===== src/rtl/voice_allocator.sv =====
// voice_allocator
// Polyphonic voice scheduler. Note-on/note-off events arrive over a
// valid/ready handshake and are mapped onto VOICES voices. Voices are
// reused in least-recently-allocated order. A retriggered or stolen voice
// has its gate held low until the next sample tick, so the envelope always
// sees the gap.
//
// Ports:
//   clk, rst_n        system clock, asynchronous active-low reset
//   sample_tick       one-clk pulse per audio sample
//   ev_valid/ev_ready event handshake (ready only while idle)
//   ev_on, ev_note    event kind (1 = note-on) and note number
//   gate              per-voice envelope gate
//   voice_note        per-voice note, voice i at [i*NOTEBITS +: NOTEBITS]
//   stolen            one-cycle pulse when a held voice is stolen
//   last_voice        index of the voice touched by the latest event
module voice_allocator #(
  parameter int VOICES   = 4,
  parameter int NOTEBITS = 7
) (
  input  logic                       clk,
  input  logic                       rst_n,
  input  logic                       sample_tick,
  input  logic                       ev_valid,
  output logic                       ev_ready,
  input  logic                       ev_on,
  input  logic [NOTEBITS-1:0]        ev_note,
  output logic [VOICES-1:0]          gate,
  output logic [VOICES*NOTEBITS-1:0] voice_note,
  output logic                       stolen,
  output logic [2:0]                 last_voice
);

  typedef enum logic [1:0] {IDLE, DECIDE, GAP} state_t;

  state_t              state_q, state_d;
  logic [2:0]          rank [VOICES];
  logic                on_q;
  logic [NOTEBITS-1:0] note_q;
  logic [2:0]          tgt_q;

  logic                match_found, free_found;
  logic [2:0]          match_idx, free_idx, free_rank, oldest_idx;
  logic [2:0]          tgt_idx, tgt_rank;
  logic                need_gap, is_steal;

  // Voice search: gated voice holding the note, the oldest free voice, and
  // the overall oldest voice (steal candidate).
  always_comb begin
    match_found = 1'b0;
    match_idx   = 3'd0;
    free_found  = 1'b0;
    free_idx    = 3'd0;
    free_rank   = 3'd0;
    oldest_idx  = 3'd0;
    for (int i = 0; i < VOICES; i++) begin
      if (gate[i] && (voice_note[i*NOTEBITS +: NOTEBITS] == note_q) && !match_found) begin
        match_found = 1'b1;
        match_idx   = 3'(i);
      end
      if (!gate[i] && (!free_found || (rank[i] > free_rank))) begin
        free_found = 1'b1;
        free_idx   = 3'(i);
        free_rank  = rank[i];
      end
      if (rank[i] == 3'(VOICES-1)) oldest_idx = 3'(i);
    end
    if (match_found)     tgt_idx = match_idx;
    else if (free_found) tgt_idx = free_idx;
    else                 tgt_idx = oldest_idx;
    need_gap = match_found || !free_found;
    is_steal = !match_found && !free_found;
    tgt_rank = 3'd0;
    for (int i = 0; i < VOICES; i++) begin
      if (3'(i) == tgt_idx) tgt_rank = rank[i];
    end
  end

  always_comb begin
    state_d  = state_q;
    ev_ready = 1'b0;
    case (state_q)
      IDLE: begin
        ev_ready = 1'b1;
        if (ev_valid) state_d = DECIDE;
      end
      DECIDE:  state_d = (on_q && need_gap) ? GAP : IDLE;
      GAP:     if (sample_tick) state_d = IDLE;
      default: state_d = IDLE;
    endcase
  end

  always_ff @(posedge clk or negedge rst_n) begin
    if (!rst_n) state_q <= IDLE;
    else        state_q <= state_d;
  end

  // Event latch and pending re-gate target; only meaningful while busy.
  always_ff @(posedge clk) begin
    if (ev_valid && ev_ready) begin
      on_q   <= ev_on;
      note_q <= ev_note;
    end
    if (state_q == DECIDE) tgt_q <= tgt_idx;
  end

  always_ff @(posedge clk or negedge rst_n) begin
    if (!rst_n) begin
      gate       <= '0;
      voice_note <= '0;
      stolen     <= 1'b0;
      last_voice <= 3'd0;
      for (int i = 0; i < VOICES; i++) rank[i] <= 3'(VOICES-1-i);
    end else begin
      stolen <= 1'b0;
      if (state_q == DECIDE) begin
        if (!on_q) begin
          if (match_found) begin
            last_voice <= match_idx;
            for (int i = 0; i < VOICES; i++) begin
              if (3'(i) == match_idx) gate[i] <= 1'b0;
            end
          end
        end else begin
          last_voice <= tgt_idx;
          stolen     <= is_steal;
          // Target becomes newest; voices newer than it age by one.
          for (int i = 0; i < VOICES; i++) begin
            if (3'(i) == tgt_idx) begin
              voice_note[i*NOTEBITS +: NOTEBITS] <= note_q;
              gate[i] <= !need_gap;
              rank[i] <= 3'd0;
            end else if (rank[i] < tgt_rank) begin
              rank[i] <= rank[i] + 3'd1;
            end
          end
        end
      end
      if ((state_q == GAP) && sample_tick) begin
        for (int i = 0; i < VOICES; i++) begin
          if (3'(i) == tgt_q) gate[i] <= 1'b1;
        end
      end
    end
  end

endmodule


===== config.mk =====
export PLATFORM = sky130hd
export DESIGN_NAME = voice_allocator
export DESIGN_NICKNAME = d
export VERILOG_FILES = /design/src/rtl/voice_allocator.sv
export SDC_FILE = /design/constraint.sdc
export NUM_CORES = 1
export LEC_CHECK = 0
export ABC_CLOCK_PERIOD_IN_PS = 17450
export CORE_UTILIZATION = 61
export DETAILED_ROUTE_END_ITERATION = 10
export PLACE_DENSITY = 0.92
export SYNTH_ARGS = -nofsm -noshare
export SYNTH_HDL_FRONTEND = slang
export SYNTH_SLANG_ARGS = --single-unit

===== constraint.sdc =====
create_clock -name clk -period 17.45 [get_ports clk]
set_clock_uncertainty 0.05 [all_clocks]
set_input_delay 1.745 -clock clk [delete_from_list [all_inputs] [get_ports clk]]
set_output_delay 1.745 -clock clk [all_outputs]
set_load 0.02 [all_outputs]

==> results by group <==
Outcome
  • Outcome: finished, final reports clean

Floorplan
  • Die Wd: 82.66 um
  • I/O pin count: 49
  • Die Span Y: 82.66 um
  • Core Rows: 29
  • Die ar.: 6833 um^2
  • Core area: 6314 um^2
  • Initial Utilization: 62.86%

Layout
  • Fillers: 471
  • Commonest cells after routing, fill and taps aside: 56 x nand2_1, 46 x clkdlybuf4s50_1, 45 x dfrtp_1
  • Area of the multi-input gates: 2243 um^2
  • Layout Cells excl Fill: 531
  • Final design utilization: 73.07%
  • Layout cells sized above 1: 13.44%
  • Nets@finish: 481
  • Area growth from synthesis to layout: 16.24%
  • Most common cell after layout, fill and taps aside: nand2_1
  • Sequential cell area: 1531 um^2
  • Inserted Diodes: 0

Timing
  • Final hold violation count: 0
  • Slew @ Worst Pin: 1.088 ns
  • Fmax: 0.1503 GHz
  • Final setup viols: 0
  • RSZ-0062 raised after global routing: false
  • Slew Limit Headroom: 27.46%
  • Max-slew violation count: 0
  • Setup_tns: 0 ns
  • Minimum clock period: 6.655 ns
  • Tcrit/Tclk final: 38.14%

Global route
  • First-pass GRT wire length: 16.55 mm
  • Overall Global Routing Usage: 33.24%
  • Congestion Overflow GR: 0
  • Vias in the first global route: 3361
  • Initial antenna violation count: 0
  • Largest net degree at the start of global routing: 50

Logic synthesis
  • Synth area leaders: dfrtp_1 28%, edfxtp_1 7.6%, ha_1 6.3%
  • Synthesized area: 3969 um^2
  • Syn_nets: 440
  • Seq cells post-synth: 59
  • Synth Flop Type: dfrtp_1
  • Yosys Warn Count: 0
  • Seq/Total Area, Yosys: 38.59%
  • Top-area cell type share of the netlist area: 28.37%
  • Synthesized area per cell: 9.727 um^2
  • Mapped Cells: 408
  • Yosys cell types: 71
  • Synth area leader: dfrtp_1
  • Post-synth EDFFs: 10
  • Async set or reset register ratio after synthesis: 83.05%

Placement
  • Port Buffer Count: 47
  • Placed Cells: 515
  • Placer congestion estimate: 0.9948
  • Final HPWL from detailed placement: 7.932 mm

Clocking
  • Root Buffer: clkbuf_8
  • Clock transition at path regs: 0.07 ns
  • Clock latency on the worst-skew pair: 0.34 ns
  • CTS tree: built
  • H-tree Lvls: 3
  • Deepest clock path buffer count: 2
  • Post-CTS setup buffers: 0
  • CTS Hold Bufs: 0
  • # clock sinks: 59
  • CTS Buf Count: 9
  • CTS resizes: 0

Detailed routing
  • WL final: 10.45 mm
  • Vias post-DR: 3347
  • DR WL/cell: 19.68 um
  • Initial drt markers: 281
  • Routed vias/inst: 6.303
  • Routed Antenna Nets: 0
  • Drt pass-1 iters: 4
  • Detailed-route DRC error count: 0

Worst setup path
  • Crit Path Category: reg2reg
  • CP max FO: 13
  • Worst Setup End Kind: flip-flop
  • Setup crit start kind: flip-flop
  • CP required: 17.68 ns
  • CP Data Arrival Time: 6.89 ns

Hold path
  • Hold Crit Class: reg2reg

Job
  • # Max-Cap Violations: 0
[stage by stage]
stage | hold WS, ns | area (um^2) | worst slack, ns
floorplan | 0.4157 | 3969 | 11.71
global placement | 0.4317 | 4415 | 11.08
detailed placement | 0.4479 | 4415 | 10.93
CTS | 0.4584 | 4613 | 10.89
global route | 0.4652 | 4613 | 10.24
finish | 0.4590 | 4613 | 10.80
[synthesized netlist by cell type, types with 4 or more instances]
| master | n |
|---|---|
| a31oi_1 | 5 |
| nand3_1 | 11 |
| nand4_1 | 10 |
| buf_6 | 5 |
| o21ai_0 | 23 |
| a21oi_1 | 17 |
| dfstp_2 | 4 |
| nor3_1 | 7 |
| edfxtp_1 | 10 |
| nand2b_1 | 4 |
| nor2_1 | 20 |
| mux2i_1 | 7 |
| dfrtp_1 | 45 |
| xor2_1 | 4 |
| clkbuf_1 | 5 |
| xnor2_1 | 23 |
| inv_1 | 21 |
| nand2_1 | 56 |
| o211ai_1 | 6 |
| and3_1 | 5 |
| mux2_2 | 22 |
| buf_2 | 5 |
| and2_1 | 5 |
| ha_1 | 20 |
[sequential cells by signal, summed over array words and instances, names as in the netlist]
signal and flops:
voice_note 28, rank 12, note_q 7, gate 4, last_voice 2, state_q 2
tgt_q 2, on_q 1, stolen 1
[layout make-up]
cell class | instances | area share (%)
Inverter | 21 | 1.709
Multi-Input combinational cell | 311 | 48.63
Timing Repair Buffer | 47 | 10.09
Sequential cell | 59 | 33.20
Tap cell | 77 | 2.088
Clock buffer | 9 | 2.685
Clock inverter | 7 | 1.600
[logic make-up after synthesis]
family	Yosys count	share of synthesized area (%)
AND/OR/NAND/NOR	140	18.06
XOR/XNOR	28	6.368
buffers and inverters	38	4.886
multiplexers	29	8.008
adder cells (fa/ha/maj)	21	6.589
other	1	0.09449
AO/OA/AOI/OAI	92	17.40
flip-flops	59	38.59
[path summary, 6_finish.rpt]
path	cells past startpoint	from	endpoint	slack, ns
max	21	rank[9]	rank[8]	10.80
min	2	rank[9]	rank[9]	0.46
max reg2reg	21	rank[9]	rank[8]	10.80
min reg2reg	2	rank[9]	rank[9]	0.46
max in group asynchronous	1	rst_n	voice_note[27]	15.12
min in group asynchronous	1	rst_n	rank[5]	1.55
[critical path, stage by stage (launching register included)]
cell and delay, ns:
dfstp_2 0.56, inv_1 0.14, nor2_1 0.20, ha_1 0.27
and4b_1 0.20, a311oi_1 0.43, nor2_1 0.10, a21oi_1 0.21
ha_1 0.30, and4_1 0.21, or3_1 0.46, o21ai_0 0.24
ha_1 0.28, nor2b_1 0.14, o311ai_2 0.33, o211a_1 0.22
a311o_1 0.52, o21ai_1 0.36, o32a_1 0.41, maj3_2 0.36
a2111oi_4 0.42, a32o_1 0.18
[layer usage]
metal | up-vias | routed length (um) | global-route usage, %
li1 | 1572 | - | -
met1 | 1611 | 4343 | 40.75
met2 | 135 | 5034 | 56.48
met3 | 29 | 737 | 7.802
met4 | 0 | 337 | 12.59
met5 | - | 0 | 0
Power is not shown: default switching activity piles up to over one toggle a cycle in this logic, so the estimate is an artifact.
